### config.mk
export PLATFORM = sky130hd
export DESIGN_NAME = tl_phase_sched_flat
export DESIGN_NICKNAME = d
export VERILOG_FILES = /design/src/rtl/tl_phase_sched_if.sv /design/src/rtl/tl_phase_sched.sv /design/src/flat_wrapper.sv
export SDC_FILE = /design/constraint.sdc
export NUM_CORES = 1
export LEC_CHECK = 0
export BUFFER_PORTS_ARGS = -buffer_cell sky130_fd_sc_hd__buf_4
export CORE_MARGIN = 2
export CORE_UTILIZATION = 55
export DETAILED_ROUTE_END_ITERATION = 16
export HOLD_SLACK_MARGIN = 0.02
export PLACE_DENSITY = 0.82
export SYNTH_ARGS = -nofsm -noshare
export SYNTH_HDL_FRONTEND = slang
export SYNTH_SLANG_ARGS = --single-unit
### constraint.sdc
create_clock -name clk -period 4.1 [get_ports clk]
set_input_delay 0.205 -clock clk [delete_from_list [all_inputs] [get_ports clk]]
set_output_delay 0.205 -clock clk [all_outputs]
set_load 0.05 [all_outputs]
### src/rtl/tl_phase_sched_if.sv
// Sensor, request and lamp bundle for the two-street phase scheduler.
// The master drives the street inputs; the slave (scheduler) drives lamps and debug.
interface tl_phase_sched_if #(
  parameter int CNT_W = 6
);
  logic             Ta;
  logic             Tb;
  logic             Lreq_a;
  logic             Lreq_b;
  logic [1:0]       La;
  logic [1:0]       Lb;
  logic [2:0]       state;
  logic [CNT_W-1:0] phase_cnt;

  modport master (
    output Ta, Tb, Lreq_a, Lreq_b,
    input  La, Lb, state, phase_cnt
  );

  modport slave (
    input  Ta, Tb, Lreq_a, Lreq_b,
    output La, Lb, state, phase_cnt
  );
endinterface

### src/rtl/tl_phase_sched.sv
// Demand-driven traffic phase scheduler: green/yellow/left/left-yellow per street,
// per-phase dwell timer and latched left-turn requests.
module tl_phase_sched #(
  parameter int G_MIN  = 8,
  parameter int G_MAX  = 32,
  parameter int Y_TIME = 3,
  parameter int L_TIME = 6,
  parameter int CNT_W  = 6
) (
  input logic              clk,
  input logic              reset_n,
  tl_phase_sched_if.slave  bus
);

  typedef enum logic [2:0] {
    S_AG  = 3'b000,
    S_AY  = 3'b001,
    S_AL  = 3'b010,
    S_ALY = 3'b011,
    S_BG  = 3'b100,
    S_BY  = 3'b101,
    S_BL  = 3'b110,
    S_BLY = 3'b111
  } state_e;

  localparam logic [1:0] LAMP_GREEN  = 2'b00;
  localparam logic [1:0] LAMP_YELLOW = 2'b01;
  localparam logic [1:0] LAMP_LEFT   = 2'b10;
  localparam logic [1:0] LAMP_RED    = 2'b11;

  localparam logic [CNT_W-1:0] G_MIN_M1  = CNT_W'(G_MIN - 1);
  localparam logic [CNT_W-1:0] G_MAX_M1  = CNT_W'(G_MAX - 1);
  localparam logic [CNT_W-1:0] Y_TIME_M1 = CNT_W'(Y_TIME - 1);
  localparam logic [CNT_W-1:0] L_TIME_M1 = CNT_W'(L_TIME - 1);

  state_e           state_q, state_d;
  logic [CNT_W-1:0] cnt_q;
  logic             pend_a_q, pend_b_q;
  logic             demand_a, demand_b;
  logic             min_done, max_done, y_done, l_done;
  logic             serve_a, serve_b;
  logic             a_left_active, b_left_active;

  // A pending left on the cross street ends the current green just like a car would.
  assign demand_a = bus.Ta | pend_a_q;
  assign demand_b = bus.Tb | pend_b_q;

  assign min_done = (cnt_q >= G_MIN_M1);
  assign max_done = (cnt_q == G_MAX_M1);
  assign y_done   = (cnt_q == Y_TIME_M1);
  assign l_done   = (cnt_q == L_TIME_M1);

  assign a_left_active = (state_q == S_AL) || (state_q == S_ALY);
  assign b_left_active = (state_q == S_BL) || (state_q == S_BLY);

  // NOTE: every output of a combinational block gets a default first so no path infers a latch.
  always_comb begin
    state_d = state_q;
    serve_a = 1'b0;
    serve_b = 1'b0;
    unique case (state_q)
      S_AG:  if (demand_b && (max_done || (min_done && !bus.Ta))) state_d = S_AY;
      S_AY:  if (y_done) begin
               if (pend_a_q) begin
                 state_d = S_AL;
                 serve_a = 1'b1;
               end else begin
                 state_d = S_BG;
               end
             end
      S_AL:  if (l_done) state_d = S_ALY;
      S_ALY: if (y_done) state_d = S_BG;
      S_BG:  if (demand_a && (max_done || (min_done && !bus.Tb))) state_d = S_BY;
      S_BY:  if (y_done) begin
               if (pend_b_q) begin
                 state_d = S_BL;
                 serve_b = 1'b1;
               end else begin
                 state_d = S_AG;
               end
             end
      S_BL:  if (l_done) state_d = S_BLY;
      S_BLY: if (y_done) state_d = S_AG;
    endcase
  end

  // NOTE: sequential state uses non-blocking assignments so every register samples pre-edge values.
  always_ff @(posedge clk or negedge reset_n) begin
    if (!reset_n) begin
      state_q  <= S_AG;
      cnt_q    <= '0;
      pend_a_q <= 1'b0;
      pend_b_q <= 1'b0;
    end else begin
      state_q <= state_d;
      if (state_d != state_q) begin
        cnt_q <= '0;
      end else if (!max_done) begin
        cnt_q <= cnt_q + CNT_W'(1);
      end
      // A request landing on the serving edge is absorbed by that service.
      pend_a_q <= (pend_a_q | (bus.Lreq_a & ~a_left_active)) & ~serve_a;
      pend_b_q <= (pend_b_q | (bus.Lreq_b & ~b_left_active)) & ~serve_b;
    end
  end

  // Lamps decode only from the state register, so they never glitch on input changes.
  always_comb begin
    bus.La = LAMP_RED;
    bus.Lb = LAMP_RED;
    unique case (state_q)
      S_AG:         bus.La = LAMP_GREEN;
      S_AY, S_ALY:  bus.La = LAMP_YELLOW;
      S_AL:         bus.La = LAMP_LEFT;
      S_BG:         bus.Lb = LAMP_GREEN;
      S_BY, S_BLY:  bus.Lb = LAMP_YELLOW;
      S_BL:         bus.Lb = LAMP_LEFT;
    endcase
  end

  assign bus.state     = state_q;
  assign bus.phase_cnt = cnt_q;

endmodule

### src/flat_wrapper.sv
// flat-port wrapper written by rule: the top's interface ports become plain ports
module tl_phase_sched_flat 
#(
  parameter int G_MIN  = 8,
  parameter int G_MAX  = 32,
  parameter int Y_TIME = 3,
  parameter int L_TIME = 6,
  parameter int CNT_W  = 6
)
  (clk, reset_n, bus_Ta, bus_Tb, bus_Lreq_a, bus_Lreq_b, bus_La, bus_Lb, bus_state, bus_phase_cnt);
  tl_phase_sched_if #(.CNT_W(CNT_W)) bus_i ();
  input logic clk;
  input logic reset_n;
  input wire logic [$bits(bus_i.Ta)-1:0] bus_Ta;
  input wire logic [$bits(bus_i.Tb)-1:0] bus_Tb;
  input wire logic [$bits(bus_i.Lreq_a)-1:0] bus_Lreq_a;
  input wire logic [$bits(bus_i.Lreq_b)-1:0] bus_Lreq_b;
  output wire logic [$bits(bus_i.La)-1:0] bus_La;
  output wire logic [$bits(bus_i.Lb)-1:0] bus_Lb;
  output wire logic [$bits(bus_i.state)-1:0] bus_state;
  output wire logic [$bits(bus_i.phase_cnt)-1:0] bus_phase_cnt;
  assign bus_i.Ta = bus_Ta;
  assign bus_i.Tb = bus_Tb;
  assign bus_i.Lreq_a = bus_Lreq_a;
  assign bus_i.Lreq_b = bus_Lreq_b;
  assign bus_La = bus_i.La;
  assign bus_Lb = bus_i.Lb;
  assign bus_state = bus_i.state;
  assign bus_phase_cnt = bus_i.phase_cnt;
  tl_phase_sched #(.G_MIN(G_MIN), .G_MAX(G_MAX), .Y_TIME(Y_TIME), .L_TIME(L_TIME), .CNT_W(CNT_W)) u_core (.clk(clk), .reset_n(reset_n), .bus(bus_i));
endmodule
Yosys cells after proc, flatten, opt, wreduce, memory -nomap -nowiden

Cells that the tools add are included.

Logic and storage cells: 64
Register bits after elaboration: 11
Output and inout bits: 13
Input port bits: 6

Bitwise operators: 12
Reduce and logical (&&, ||, !) cells: 13
Multiplexer cells: 21
Equal/unequal tests: 12
Add/subtract/negate cells: 1
$lt $le $gt $ge: 1

Operators with widths:

| kind                                                | number |
|---|---|
| 2-to-1 mux 3 bit                                    | 10 |
| case mux 3 bit (8 select lines)                     | 1 |
| equality test 3 bit, second input constant          | 4 |
| 2-to-1 mux 6 bit                                    | 2 |
| case mux 2 bit (3 select lines)                     | 2 |
| adder 6 x 1 -> 6 bit, second input constant         | 1 |
| equality test 3 x 2 -> 1 bit, second input constant | 2 |
| equality test 6 x 2 -> 1 bit, second input constant | 1 |
| equality test 6 x 3 -> 1 bit, second input constant | 1 |
| equality test 6 x 5 -> 1 bit, second input constant | 1 |
| >= comparator 6 x 3 -> 1 bit, second input constant | 1 |
| 2-to-1 mux 1 bit                                    | 6 |
| AND 1 bit                                           | 4 |
| logical AND 1 bit                                   | 4 |
| logical OR 1 bit                                    | 4 |
| NOT 1 bit                                           | 4 |
| OR 1 bit                                            | 4 |
| OR reduction 2 bit                                  | 2 |
| equality test 3 x 1 -> 1 bit, second input constant | 1 |
| zero test 3 bit                                     | 1 |
| != test 3 bit                                       | 1 |
| zero test 1 bit                                     | 2 |
| != test 2 bit, second input constant                | 1 |

Longest topological paths before layout

Gate-level depths: netlist of run 1.

Depth after elaboration: 8
Mapped depth: 5
Gate-level depth less buffers: 5

Worst setup path before layout of run 1

Ideal clock, no wire load.

Path kind: register to register
Start point: register u_core.cnt_q[0], in the netlist u_core.bus.phase_cnt[0]
End point: register u_core.state_q[0], in the netlist u_core.bus.state[0]
Required time: 3.969 ns
Path buffers: 0
Arrival: 1.939 ns
Library setup time: 0.131 ns
Clock period less this slack: 2.070 ns
Setup slack: 2.030 ns
Stages on the path, launching flop included: 6
Cells stage by stage: dfrtp_1 ha_1 a211oi_2 o21bai_1 a32o_2 or3_1

Longest elaborated chain between the ends: 6
Elaborated cells between the ends (all ways): 19
Those cells by class: 1 x order compare; 3 x eq/ne; 9 x mux; 6 x reduce/logical

RTL lines:

| item                                 | line                                       | RTL |
|---|---|---|
| from (decl)                          | tl_phase_sched.sv:37                       | `logic [CNT_W-1:0] cnt_q;` |
| from (signal assigned)               | tl_phase_sched.sv:99                       | `cnt_q <= cnt_q + CNT_W'(1);` |
| >= comparator 6 x 3 -> 1 bit         | tl_phase_sched.sv:48                       | `assign min_done = (cnt_q >= G_MIN_M1);` |
| logical AND 1 bit (on tied branches) | tl_phase_sched.sv:73, tl_phase_sched.sv:62 |  |
| logical OR 1 bit (on tied branches)  | tl_phase_sched.sv:73, tl_phase_sched.sv:62 |  |
| logical AND 1 bit (on tied branches) | tl_phase_sched.sv:73, tl_phase_sched.sv:62 |  |
| 2-to-1 mux 3 bit (on tied branches)  | tl_phase_sched.sv:73, tl_phase_sched.sv:62 |  |
| case mux 3 bit (8 select lines) *    | tl_phase_sched.sv:61                       | `unique case (state_q)` |
| named net u_core.state_d[0]          | tl_phase_sched.sv:36                       | `state_e state_q, state_d;` |
| to (signal assigned)                 | tl_phase_sched.sv:95                       | `state_q <= state_d;` |
| to (decl)                            | tl_phase_sched.sv:36                       |  |

The timed path passes the listed nets; every way through them passes the cells marked *.
A chain may end at the register's enable or synchronous reset.

Final worst setup path of run 1

Ends and elaborated chain as after synthesis.

==> results of run 1 <==
## cell type report
cell class,count,share of cell area (%)
clock buffers,3,2.34
clock inverters,1,0.519
inverters,3,1.17
multi-input cells,80,50.4
flip-flops and latches,11,28.6
well taps,15,1.95
repair buffers,19,15.1
## worst max-delay path by stage
stage | to | slack, ps | cells past startpoint
after global placement | u_core.bus.state[0] | 2220 | 5
after global routing | u_core.bus.state[0] | 2000 | 5
final | u_core.bus.state[0] | 2120 | 5
after detailed placement | u_core.bus.state[0] | 2150 | 5
after floorplan | u_core.bus.state[0] | 2030 | 5
after CTS | u_core.bus.state[0] | 2140 | 5
## sequential cells by signal, indices dropped and copies added (netlist names)
name,cells
u_core.pend_a_q,1
u_core.bus.state,3
u_core.bus.phase_cnt,6
u_core.pend_b_q,1
## per-layer routing
metal	share of wire, %	vias up	routed length, µm
li1	-	401	-
met1	46	382	857
met2	46	35	854
met3	5.7	8	107
met4	2.8	0	53
met5	0	-	0
## placed cells by master, fill, tap and decap left out, drive strengths merged, types with 4 or more instances in the layout
cell type | synthesis | layout
a31oi | 5 | 5
buf | 3 | 18
dfrtp | 11 | 11
nand2 | 11 | 11
nand2b | 4 | 4
nand3 | 5 | 5
nor2 | 7 | 7
o21ai | 12 | 12
## worst reg2reg max path: stages, from the launching register on
cell and delay [ps]:
dfrtp_1 470, ha_1 330, a211oi_2 280, o21bai_1 90
a32o_2 310, or3_1 380
## kinds of logic after synthesis
family,after synthesis
adders and majority gates,3
buffers and inverters,7
AOI/OAI and AO/OA,30
muxes,1
and+or+nand+nor,46
DFF,11
## metrics by stage
stage	worst slack, ps	cell area [µm²]	utilization (%)	instances
finish	2120	963	72.2	132
global route	2000	963	72.2	132
CTS	2140	963	72.2	132
detailed placement	2150	926	69.4	127
global placement	2220	926	69.4	127
floorplan	2030	797	-	98
## what timing repair did
action | 4_1_cts | 5_1_grt
hold buffers | 1 | 0
endpoints found under the setup margin | 0 | 0
buffers inserted | 0 | 0
endpoints found under the hold margin | 11 | 0
==> summary.md, run 1 <==
| Metric | Value |
|---|---|
| Status | completed |
| Compound-cell area share of the yosys netlist | 24.5% |
| WHS | 172 ps |
| Reg2reg path depth | 5 |
| Final hold vios | 0 |
| Synth unique cells | 37 |
| Total CTS buffers | 3 |
| Slowest CP cell | dfrtp_1 |
| Req. time, crit path | 4250 ps |
| # H-tree levels | 1 |
| CTS tree | built |
| Setup TNS | 0 ps |
| Fraction of registers with async set/reset | 100% |
| Starting density of the core | 59.8% |
| Drt wl/cell | approximately 14 µm |
| NumNets Final | ~130 |
| Met2 Use GR | 37.2% |
| CP max stage delay | approximately 470 ps |
| Synthesized cell area | between 700 and 800 µm² |
| FF+latch area | 275 µm² |
| Worst Hold Path EP | u_core.pend_a_q |
| Synth-to-layout area growth | 20.9% |
| Top cells by area in the synthesized netlist | dfrtp_1, o21ai_0, nand2_1, ha_1, a31oi_1 |
| GR Util met3 | 4.31% |
| Ys flop type | dfrtp_1 |
| Total gr overflow | 0 |
| Clock edge transition at the registers on the reported setup and hold paths | around 80 ps |
| Syn Area/Cell | 8.13 µm² |
| Final WL | 1.87 mm |
| Unrepaired setup endpoints after global routing | no |
| Count leader, synth | o21ai_0 |
| Crit path buffers/inverters | 0 |
| HPWL after DPL | 1.41 mm |
| Crit path capture type | flop |
| Antenna diodes | 0 |
| Post-Synth XOR/XNOR Area | 0% |
| Vias in the first global route | 721 |
| Routed via count | 826 |
| Synth top area share | 34.5% |
| Die H | roughly 42 µm |
| Critical path type | flop to flop |
| Sequential share of the synthesized area | 34.5% |
| Worst clock skew | 1.51 ps |
| EDFF count, synth | 0 |
| R2r endpoint | u_core.bus.state[0] |
| First-pass GRT wire length | 3.23 mm |
| Adder-cell share of the synthesized area | 4.71% |
| RePlAce Congestion | 0.811 |
| Root Driver | clkbuf_4 |
| CP Max Fanout | 9 |
| Hold path start | bus_Lreq_a |
| Initial antenna violation count | 0 |
| Count of final setup violators | 0 |
| Period utilisation layout | between 40 and 50% |
| Most Crowded Layer GR | met2 |
| # rows | 13 |
| DR vias/cell | 6.26 |
| Rel. slew slack | between 60% and 70% |
| Met1 Usage GRT | 31.1% |
| Die Wd | 42.1 µm |
| I/O Buffers | 18 |
| Worst hold stages | 2 |
| Largest net degree at the start of global routing | 14 |
| Family with the most delay on the worst path | compound AO/OA/AOI/OAI gates |
| Register bit total from synthesis | 11 |
| Min Tclk post-route | 1980 ps |
| Setup crit start | u_core.bus.phase_cnt[0] |
| Total track usage | 23.3% |
| Mux cell area share after synthesis | about 1.3% |
| I/O Pins | 19 |
| Clock sink total | 11 |
| Crit-path cells | ha_1 -> a211oi_2 -> o21bai_1 -> a32o_2 -> or3_1 |
| Fmax | 505 MHz |
| Number of synthesis warnings | 0 |
| CTS resizes | 0 |
| Detailed router's first-iteration violation count | 30 |
| Share of cells above drive strength 1 | around 23% |
| Syn Nets | 107 |
| DRC viols | 0 |
| Multi-input gate area | between 400 and 500 µm² |
| Final slew viol count | 0 |
| Area share of and/or/nand/nor cells after synthesis | between 30% and 40% |
| DRT Pass-1 Iters | 4 |
| Critical R2R Launch | u_core.bus.phase_cnt[0] |
| Hold Crit Class | input pin to flop |
| Worst skew pair latency | approximately 270 ps |
| FF-to-FF setup slack | about 2100 ps |
| Max Cap Viol | 0 |
| Crit path launch type | flop |
| Final ANT Viol Nets | 0 |
| Core area | 0.00133 mm² |
| Crit path DAT | 2130 ps |
| Gate Count Post-Synth | ~100 |
| Clock Tree Buf Depth | 2 |
| Commonest cells in the netlist | o21ai_0, dfrtp_1, nand2_1 |
| Slew @ Worst Pin | roughly 550 ps |
| Fillers | 111 |
| Area leader, netlist | dfrtp_1 |
| Die Footprint | 0.00177 mm² |
| Main combinational cell family by area after synthesis | simple AND/OR/NAND/NOR gates |
Power of run 1 is left out: the tool's default activity adds up to more than one toggle a clock period on the data nets, which glitch-free logic cannot reach.
==> run 2, diff against run 1 <==
Settings changed: CORE_UTILIZATION 55 to 46, PLACE_DENSITY 0.82 to 0.73.
Clock period 4.1 ns to 1.8 ns, I/O delays scaled along.
==> run 2 against run 1 <==
Critical path type unchanged. Clock skew hardly changed. First-iteration DRC count down 13%. Cell count grew 6.8%. Count of clock-buffer cells in the layout rose by 1. Final area up 9.1%. Worst hold slack got worse by 140 ps. Sequential share of layout area down 1.9 points. Register-to-register slack worse by 2000 ps. Global-route usage down 0.74 points. Setup slack worse by 2000 ps. Flip-flop and latch count unchanged. Critical path depth unchanged.
==> summary.md, run 2 (synthesis gave the netlist of run 1 again) <==
| Metric | Value |
|---|---|
| Reg2reg path depth | 5 |
| Commonest non-fill, non-tap cells in the layout | buf_4, o21ai_0, nand2_1 |
| Crit path buffers/inverters | 0 |
| CP Max Fanout | 7 |
| Fmax | a little under 600 MHz |
| Met2 Use GR | around a third |
| Worst Hold Path EP | u_core.pend_a_q |
| Share of cells above drive strength 1 | 31.5% |
| Slowest CP cell | dfrtp_2 |
| Vias in the first global route | 739 |
| Req. time, crit path | 1960 ps |
| Crit path DAT | around 1900 ps |
| Slew @ Worst Pin | 598 ps |
| Starting density of the core | 47.7% |
| RePlAce Congestion | a little over 0.8 |
| Die H | 45.6 µm |
| Critical R2R Launch | u_core.bus.phase_cnt[0] |
| Largest net degree at the start of global routing | 12 |
| Final slew viol count | 0 |
| Clock edge transition at the registers on the reported setup and hold paths | roughly 70 ps |
| Most Crowded Layer GR | met2 |
| Initial antenna violation count | 0 |
| Worst hold stages | 2 |
| Worst skew pair latency | 280 ps |
| HPWL after DPL | between 1 and 1.5 mm |
| I/O Pins | 19 |
| DR vias/cell | 6.12 |
| Clock Tree Buf Depth | 2 |
| Final WL | around 2.0 mm |
| Die Footprint | 0.00208 mm² |
| Routed via count | 863 |
| Crit-path cells | ha_4 -> a211oi_4 -> o21bai_1 -> a32o_2 -> or3_1 |
| Max Cap Viol | 0 |
| Total gr overflow | 0 |
| FF+latch area | 280 µm² |
| Met1 Usage GRT | between 20 and 30% |
| CTS tree | built |
| # rows | 15 |
| I/O Buffers | 18 |
| Status | completed |
| Final hold vios | 0 |
| Number of flip-flops in the largest register | 6 |
| DRC viols | 0 |
| Hold Crit Class | input pin to flop |
| Antenna diodes | 0 |
| Crit path launch type | flop |
| GR Util met3 | approximately 5.2% |
| Period utilisation layout | 95.8% |
| Min Tclk post-route | about 1700 ps |
| Commonest non-fill, non-tap cell in the layout | buf_4 |
| Clock sink total | 11 |
| Critical path type | flop to flop |
| Placed inst area | 993 µm² |
| Total CTS buffers | 3 |
| Family with the most delay on the worst path | compound AO/OA/AOI/OAI gates |
| Post-route design area | 0.00105 mm² |
| Setup crit start | u_core.bus.phase_cnt[0] |
| FF-to-FF setup slack | around 76 ps |
| Root Driver | clkbuf_4 |
| # H-tree levels | 1 |
| Worst clock skew | 1.25 ps |
| CP max stage delay | 460 ps |
| Crit path capture type | flop |
| NumNets Final | roughly 130 |
| Final ANT Viol Nets | 0 |
| Core area | 0.00167 mm² |
| Count of final setup violators | 0 |
| Fillers | 166 |
| R2r endpoint | u_core.bus.state[0] |
| Synth-to-layout area growth | 31.9% |
| Drt wl/cell | 14.4 µm |
| DRT Pass-1 Iters | 5 |
| Hold path start | bus_Lreq_a |
| Multi-input gate area | 514 µm² |
| First-pass GRT wire length | 3.29 mm |
| Total track usage | roughly 23% |
| Detailed router's first-iteration violation count | 26 |
| Die Wd | 45.6 µm |
| Rel. slew slack | about 60% |
## run 2: routing by layer
layer / routed length [µm] / vias up / share of wire [%]
met5: 0 / - / 0
met4: 39 / 0 / 1.9
met3: 94 / 4 / 4.6
met2: 1040 / 29 / 51
met1: 861 / 413 / 42
li1: - / 417 / -
## run 2: final cells by class
cell class / count / area share, %
clock buffers: 4 / 2.50
inverters: 3 / 1.07
multi-input cells: 80 / 48.9
flip-flops and latches: 11 / 26.7
well taps: 17 / 2.02
repair buffers: 26 / 18.8
## run 2: worst max path at each step
stage | slack (ps) | end | depth (start not counted)
global route | -30 | u_core.bus.phase_cnt[4] | 5
floorplan | 10 | u_core.bus.state[0] | 5
CTS | 60 | u_core.bus.state[0] | 5
global placement | 100 | u_core.bus.state[0] | 5
finish | 80 | u_core.bus.state[0] | 5
detailed placement | 70 | u_core.bus.state[0] | 5
## run 2: through the flow
| step | hold slack [ps] | setup TNS [ps] | setup slack (ps) | utilization, % | std cells |
|---|---|---|---|---|---|
| finish | 30.0 | 0 | 75.7 | 62.9 | 141 |
| detailed placement | -65.5 | 0 | 67.9 | 59.5 | 135 |
| global route | 39.5 | -45.5 | -26.2 | 62.9 | 141 |
| CTS | 28.5 | 0 | 58.2 | 61.6 | 140 |
| floorplan | -206 | 0 | 12.8 | - | 98 |
| global placement | -66.7 | 0 | 102 | 59.5 | 135 |
## run 2: what timing repair did
| item | CTS | global route |
|---|---|---|
| hold buffers | 1 | 0 |
| gates resized for setup | 0 | 3 |
| endpoints found under the setup margin | 0 | 7 |
| buffers inserted | 0 | 1 |
| hold endpoints to repair | 11 | 0 |
Power of run 2 is left out for the same reason.
